==> src/rtl/bcd_pkg.sv <==
// Shared definitions for the serial BCD adder.
// Contents: digit width, largest legal BCD digit, the controller state
// encoding and a helper that flags an illegal (non-BCD) digit.
package bcd_pkg;

  localparam int DIGIT_W = 4;
  localparam int BCD_MAX = 9;

  typedef enum logic [1:0] {
    ST_IDLE = 2'd0,
    ST_ADD  = 2'd1,
    ST_DONE = 2'd2
  } state_t;

  // True when a nibble does not encode a decimal digit.
  function automatic logic digit_bad(input logic [DIGIT_W-1:0] d);
    return (d > DIGIT_W'(BCD_MAX));
  endfunction

endpackage

==> src/rtl/bcd_adder.sv <==
// Single-digit BCD adder (purely combinational).
// Ports:
//   a, b  - input BCD digits
//   cin   - carry in
//   s     - corrected BCD sum digit
//   cout  - decimal carry out
//   err   - either input digit is not a legal BCD digit
module bcd_adder
  import bcd_pkg::*;
(
  input  logic [DIGIT_W-1:0] a,
  input  logic [DIGIT_W-1:0] b,
  input  logic               cin,
  output logic [DIGIT_W-1:0] s,
  output logic               cout,
  output logic               err
);

  logic [DIGIT_W:0] raw_s;
  logic [DIGIT_W:0] adj_s;

  // Binary add, then add 6 whenever the binary result leaves the decimal range.
  // Illegal digits go through the same rule; only the low nibble is kept.
  always_comb begin
    raw_s = {1'b0, a} + {1'b0, b} + {{DIGIT_W{1'b0}}, cin};
    adj_s = raw_s;
    cout  = 1'b0;
    if (raw_s > (DIGIT_W+1)'(BCD_MAX)) begin
      adj_s = raw_s + (DIGIT_W+1)'(6);
      cout  = 1'b1;
    end else begin
      adj_s = raw_s;
      cout  = 1'b0;
    end
    s   = adj_s[DIGIT_W-1:0];
    err = digit_bad(a) | digit_bad(b);
  end

endmodule

==> src/rtl/bcd_serial_add_ctrl.sv <==
// Serial multi-digit BCD adder: one shared digit adder is stepped over the
// operands least-significant digit first, one digit per clock.
// Ports:
//   clk, rst            - clock, asynchronous active-high reset
//   in_valid/in_ready   - operand handshake (a, b, cin)
//   a, b                - NDIGITS-digit BCD operands, digit 0 in bits [3:0]
//   cin                 - carry into digit 0
//   out_valid/out_ready - result handshake (sum, cout, err)
//   sum, cout           - BCD sum and carry out of the top digit
//   err                 - some operand digit was greater than 9
module bcd_serial_add_ctrl
  import bcd_pkg::*;
#(
  parameter int NDIGITS = 4
) (
  input  logic                       clk,
  input  logic                       rst,
  input  logic                       in_valid,
  output logic                       in_ready,
  input  logic [DIGIT_W*NDIGITS-1:0] a,
  input  logic [DIGIT_W*NDIGITS-1:0] b,
  input  logic                       cin,
  output logic                       out_valid,
  input  logic                       out_ready,
  output logic [DIGIT_W*NDIGITS-1:0] sum,
  output logic                       cout,
  output logic                       err
);

  localparam int IDX_W = $clog2(NDIGITS + 1);

  state_t                            state_r;
  state_t                            state_nxt_s;
  logic [NDIGITS-1:0][DIGIT_W-1:0]   a_r;
  logic [NDIGITS-1:0][DIGIT_W-1:0]   b_r;
  logic [NDIGITS-1:0][DIGIT_W-1:0]   sum_r;
  logic [IDX_W-1:0]                  idx_r;
  logic                              carry_r;
  logic                              cout_r;
  logic                              err_r;

  logic [DIGIT_W-1:0]                dig_a_s;
  logic [DIGIT_W-1:0]                dig_b_s;
  logic [DIGIT_W-1:0]                add_sum_s;
  logic                              add_cout_s;
  logic                              add_err_s;
  logic                              accept_s;
  logic                              last_s;

  assign in_ready  = (state_r == ST_IDLE);
  assign out_valid = (state_r == ST_DONE);
  assign sum       = sum_r;
  assign cout      = cout_r;
  assign err       = err_r;

  assign accept_s  = in_valid & in_ready;
  assign last_s    = (idx_r == IDX_W'(NDIGITS - 1));

  // Select the current digit of each latched operand (OR of one-hot terms).
  always_comb begin
    dig_a_s = '0;
    dig_b_s = '0;
    for (int i = 0; i < NDIGITS; i++) begin
      dig_a_s = dig_a_s | ((idx_r == IDX_W'(i)) ? a_r[i] : {DIGIT_W{1'b0}});
      dig_b_s = dig_b_s | ((idx_r == IDX_W'(i)) ? b_r[i] : {DIGIT_W{1'b0}});
    end
  end

  bcd_adder u_bcd_adder (
    .a    (dig_a_s),
    .b    (dig_b_s),
    .cin  (carry_r),
    .s    (add_sum_s),
    .cout (add_cout_s),
    .err  (add_err_s)
  );

  // Next-state decode for the IDLE -> ADD -> DONE sequence.
  always_comb begin
    state_nxt_s = state_r;
    case (state_r)
      ST_IDLE: begin
        if (accept_s) state_nxt_s = ST_ADD;
        else          state_nxt_s = ST_IDLE;
      end
      ST_ADD: begin
        if (last_s) state_nxt_s = ST_DONE;
        else        state_nxt_s = ST_ADD;
      end
      ST_DONE: begin
        if (out_ready) state_nxt_s = ST_IDLE;
        else           state_nxt_s = ST_DONE;
      end
      default: state_nxt_s = ST_IDLE;
    endcase
  end

  // State register.
  always_ff @(posedge clk or posedge rst) begin
    if (rst) state_r <= ST_IDLE;
    else     state_r <= state_nxt_s;
  end

  // Operand capture, per-digit accumulation and result registers.
  // Results are only written in ADD, so they stay frozen throughout DONE.
  always_ff @(posedge clk or posedge rst) begin
    if (rst) begin
      a_r     <= '0;
      b_r     <= '0;
      sum_r   <= '0;
      idx_r   <= '0;
      carry_r <= 1'b0;
      cout_r  <= 1'b0;
      err_r   <= 1'b0;
    end else begin
      case (state_r)
        ST_IDLE: begin
          if (accept_s) begin
            a_r     <= a;
            b_r     <= b;
            carry_r <= cin;
            idx_r   <= '0;
            cout_r  <= 1'b0;
            err_r   <= 1'b0;
          end
        end
        ST_ADD: begin
          for (int i = 0; i < NDIGITS; i++) begin
            if (idx_r == IDX_W'(i)) sum_r[i] <= add_sum_s;
          end
          carry_r <= add_cout_s;
          err_r   <= err_r | add_err_s;
          idx_r   <= idx_r + IDX_W'(1);
          if (last_s) cout_r <= add_cout_s;
        end
        ST_DONE: begin
          cout_r <= cout_r;
        end
        default: begin
          idx_r <= '0;
        end
      endcase
    end
  end

endmodule
==> config.mk <==
export PLATFORM = sky130hd
export DESIGN_NAME = bcd_serial_add_ctrl
export DESIGN_NICKNAME = d
export VERILOG_FILES = /design/src/rtl/bcd_pkg.sv /design/src/rtl/bcd_adder.sv /design/src/rtl/bcd_serial_add_ctrl.sv
export SDC_FILE = /design/constraint.sdc
export NUM_CORES = 1
export LEC_CHECK = 0
export ABC_CLOCK_PERIOD_IN_PS = 7400
export BUFFER_PORTS_ARGS = -buffer_cell sky130_fd_sc_hd__buf_2
export CAP_MARGIN = 0
export CORE_ASPECT_RATIO = 0.6
export CORE_MARGIN = 5
export CORE_UTILIZATION = 53
export DETAILED_ROUTE_END_ITERATION = 16
export PLACE_DENSITY = 0.89
export SYNTH_ARGS = -nofsm -noshare
export SYNTH_HDL_FRONTEND = slang
export SYNTH_SLANG_ARGS = --single-unit
==> constraint.sdc <==
create_clock -name clk -period 7.4 [get_ports clk]
set_clock_uncertainty 0.1 [all_clocks]
set_input_delay 0 -clock clk [delete_from_list [all_inputs] [get_ports clk]]
set_output_delay 0 -clock clk [all_outputs]
set_load 0.02 [all_outputs]
==> results.env <==
SYNTH.MOST_COMMON_CELL='sky130_fd_sc_hd__dfrtp_1'
CP-START-KIND='register'
R2R_SETUP_SLACK_PS=3570
CRIT-REG2REG-CAPTURE='sum[5]'
GRT_PASS1_WL_UM=10500
SYNTH_FA_HA_AREA_FRAC=0.0580
POST_CTS_SIZING=0
NUM_VIAS=2137
CP_NUM_BUF_INV=2
WORSTSKEWPAIRLATENCY_PS=310
SYNTH_TOP_FAMILY_BY_AREA='multiplexers'
COUNT_OF_INPUT_AND_OUTPUT_BUFFERS=56
YS_SEQ_ELEMENTS=56
SYNTHDOMINANTAREACELLTYPE='sky130_fd_sc_hd__dfrtp_1'
INSERTEDDIODECOUNT=0
TOTALNEGATIVESETUPSLACK_PS=0
PLACE.GP.CONGESTION=0.950
CTSLONGESTPATHBUFFERS=2
FINAL-SETUP-VIOL-COUNT=0
TIMING.CRITICAL_PATH.FANOUT_MAX=9
SYNTHMUXAREASHARE=0.158
FLOORPLAN.DIE.WIDTH_UM=101
DIE_AREA_SQ_UM=6520
RESULT_OF_THE_RUN='finished clean'
TIGHTEST_SLEW_PS=1120
SYNTH_LARGEST_TYPE_AREA_FRACTION=0.533
TIMING.FINAL.HOLD_VIOLATIONS=0
WHS_PATH_DEPTH=3
SYN_AVG_CELL_AREA_SQ_UM=11.6
TOP_LEVEL_PORTS=57
CLK_ROOT_BUFFER_CELL='sky130_fd_sc_hd__clkbuf_8'
GROUTE.USAGE.OVERALL=0.203
SETUP_WS_PRE_CTS_PS=3620
WORST_SLACK_SETUP_FINAL_PS=3570
POST_ROUTE_CELLS_DRIVE_ABOVE_1_SHARE=0.334
COMPLEX_GATE_FRACTION_OF_THE_SYNTHESIZED_AREA=0.132
CRIT_CHAIN='inv_1, ha_1, a222oi_1, o21ai_0, fa_1, inv_1, fa_1, ha_1, a31oi_1, a311oi_2, xnor2_1, o21ai_1'
TIMING.FINAL.MAX_SLEW_VIOLATIONS=0
GRT_PASS1_VIAS=2120
NETLIST-CELL-TYPE-COUNT=37
YOSYS.AREA_SHARE.SIMPLE=0.0794
DP_HPWL_UM=4270
YS_DOMINANT_REG_CELL='sky130_fd_sc_hd__dfrtp_1'
SYNTH.AREA.TOP_CELLS='sky130_fd_sc_hd__dfrtp_1 (53%), sky130_fd_sc_hd__mux2_2 (15%), sky130_fd_sc_hd__ha_1 (4.3%)'
SLOWEST_STAGE='sky130_fd_sc_hd__fa_1'
VIASPERCELL=5.62
MIN_TO='state_r[1]'
CTS_TREE='done'
SYNTH-SEQ-AREA-SHARE=0.533
ENDPOINT_KIND='register'
SYNTH_NETS=274
DETAIL_ROUTE.DRC_VIOLATIONS=0
SYN-INSTANCE-COUNT=226
TIMING.MAX_CAP.VIOLATIONS=0
MAXCLOCKFREQUENCY_MHz=261
SYN-CELL-AREA_SQ_UM=2630
POST_DETAILED_ROUTE_COUNT_OF_ANTENNA_VIOLATING_NETS=0
SYNTH_ENABLE_FLOP_CELLS=0
HOLD_PATH.STARTPOINT='out_ready'
POSTLAYOUTCOREUTIL=0.729
ARRIVAL_WORST_ENDPOINT_PS=3930
RSZ0062_AT_GRT='false'
CP_TOP_FAMILY='adder cells'
SYNTH-XOR-AREA-SHARE=0.00666
HEIGHT_OF_THE_DIE_UM=64.6
ASYNC_FLOP_SHARE=1.00
NUMBER_OF_LEVELS_THE_H_TREE_WAS_SPLIT_INTO=2
PIN_COUNT_OF_THE_BIGGEST_NET_ENTERING_GLOBAL_ROUTING=57
DRT-TOTAL-WL_UM=6250
YOSYSWARNINGCOUNT=0
HOLD_PATH_CLASS='in -> reg'
MIN_PERIOD_PS=3830
POST_CTS.REPAIR.SETUP_BUFFERS=0
FLOW.AREA_GROWTH_FROM_SYNTHESIS_PCT=29.7
FINALNETCOUNT=364
FP.COREAREA_SQ_UM=4680
CTS.SINKS=56
WORSTREGTOREGCELLS=12
TIMING.MAX_SLEW.REL_SLACK=0.249
POST_SYNTH_MOST_FREQUENT_CELLS='sky130_fd_sc_hd__dfrtp_1 (56), sky130_fd_sc_hd__mux2_2 (36), sky130_fd_sc_hd__nand2_1 (29), sky130_fd_sc_hd__o21ai_0 (18), sky130_fd_sc_hd__inv_1 (12)'
ROUTED_WIRE_LENGTH_PER_INSTANCE_UM=16.4
ANTENNA_FOUND_INITIAL=0
PERIOD_SHARE=0.518
FIRSTDRTPASSITERS=5
GLOBAL_ROUTE.OVERFLOW_TOTAL=0
WORSTSETUPPATHTYPE='reg -> reg'
CLKTRANSATPATHREGS_PS=100
ROWS=19
NUMCTSBUFFERS=5
FLOORPLAN.INITIALDENSITY=0.562
DRC_VIOLATION_TOTAL_AFTER_THE_FIRST_TRITONROUTE_ITERATION=188
REGTOREGSTARTPOINT='idx_r[0]'
TIMING.CRITICAL_PATH.SLOWEST_CELL_DELAY_PS=450
CP_DATA_REQUIRED_TIME_PS=7490
[flip-flops by register name, indices dropped and copies added, names as in the netlist]
signal   count
a_r         16
b_r         16
sum         16
idx_r        3
state_r      2
carry_r      1
cout         1
err          1
[logic make-up after synthesis]
kind of cell | after synthesis
buffers and inverters | 22
XOR/XNOR | 2
flip-flops | 56
AND/OR/NAND/NOR | 46
adder cells (fa/ha/maj) | 11
multiplexers | 37
AO/OA/AOI/OAI | 52
[metrics by stage]
step,hold slack (ps),instances,instance area (sq um)
after floorplan,-13.7,226,2630
after global placement,80.3,336,2960
after detailed placement,75.4,336,2960
after CTS,295,380,3410
after global routing,310,380,3410
final,312,380,3410
[worst min-delay path: cells and delay by family]
family                 cells  cell delay [ps]
buffers and inverters      2              630
AOI/OAI and AO/OA          1               60
[final cells by class]
cell class	instances	area, sq um
Inverter	12	45.0
Multi-Input combinational cell	148	1150
Clock buffer	6	82.6
Timing Repair Buffer	93	648
Clock inverter	2	10.0
Tap cell	63	78.8
Sequential cell	56	1400
Fill cell	331	1270
[worst max path at each step]
stage / from / endpoint / slack [ps] / cells past startpoint
6_report: idx_r[0] / sum[5] / 3570 / 12
5_1_grt: idx_r[0] / sum[5] / 3380 / 12
3_3_place_gp: idx_r[0] / sum[13] / 3860 / 12
4_1_cts: idx_r[0] / sum[5] / 3600 / 12
2_1_floorplan: idx_r[0] / sum[13] / 3990 / 13
3_5_place_dp: idx_r[0] / sum[5] / 3620 / 12
[layer usage]
| layer | track usage | vias up | wire (um) |
|---|---|---|---|
| li1 | - | 996 | - |
| met5 | 0 | - | 0 |
| met2 | 0.325 | 90 | 2880 |
| met4 | 0.0348 | 0 | 43 |
| met3 | 0.0504 | 7 | 528 |
| met1 | 0.287 | 1044 | 2800 |
[placed cells by master, fill, tap and decap left out, types with 3 or more instances in the layout]
cell	count
sky130_fd_sc_hd__nand2_1	29
sky130_fd_sc_hd__buf_2	56
sky130_fd_sc_hd__clkbuf_8	6
sky130_fd_sc_hd__o21ai_0	18
sky130_fd_sc_hd__nand3_1	3
sky130_fd_sc_hd__o21ai_1	10
sky130_fd_sc_hd__dfrtp_1	56
sky130_fd_sc_hd__mux2_2	36
sky130_fd_sc_hd__ha_1	9
sky130_fd_sc_hd__nor2_1	4
sky130_fd_sc_hd__inv_1	11
sky130_fd_sc_hd__a222oi_1	8
sky130_fd_sc_hd__dlygate4sd3_1	36
[what timing repair did]
item,4_1_cts,5_1_grt
endpoints found under the hold margin,92,0
hold buffers,36,0
endpoints found under the setup margin,0,0
Power is left out: the tool's default activity adds up to more than one toggle a clock period on the data nets, which glitch-free logic cannot reach.
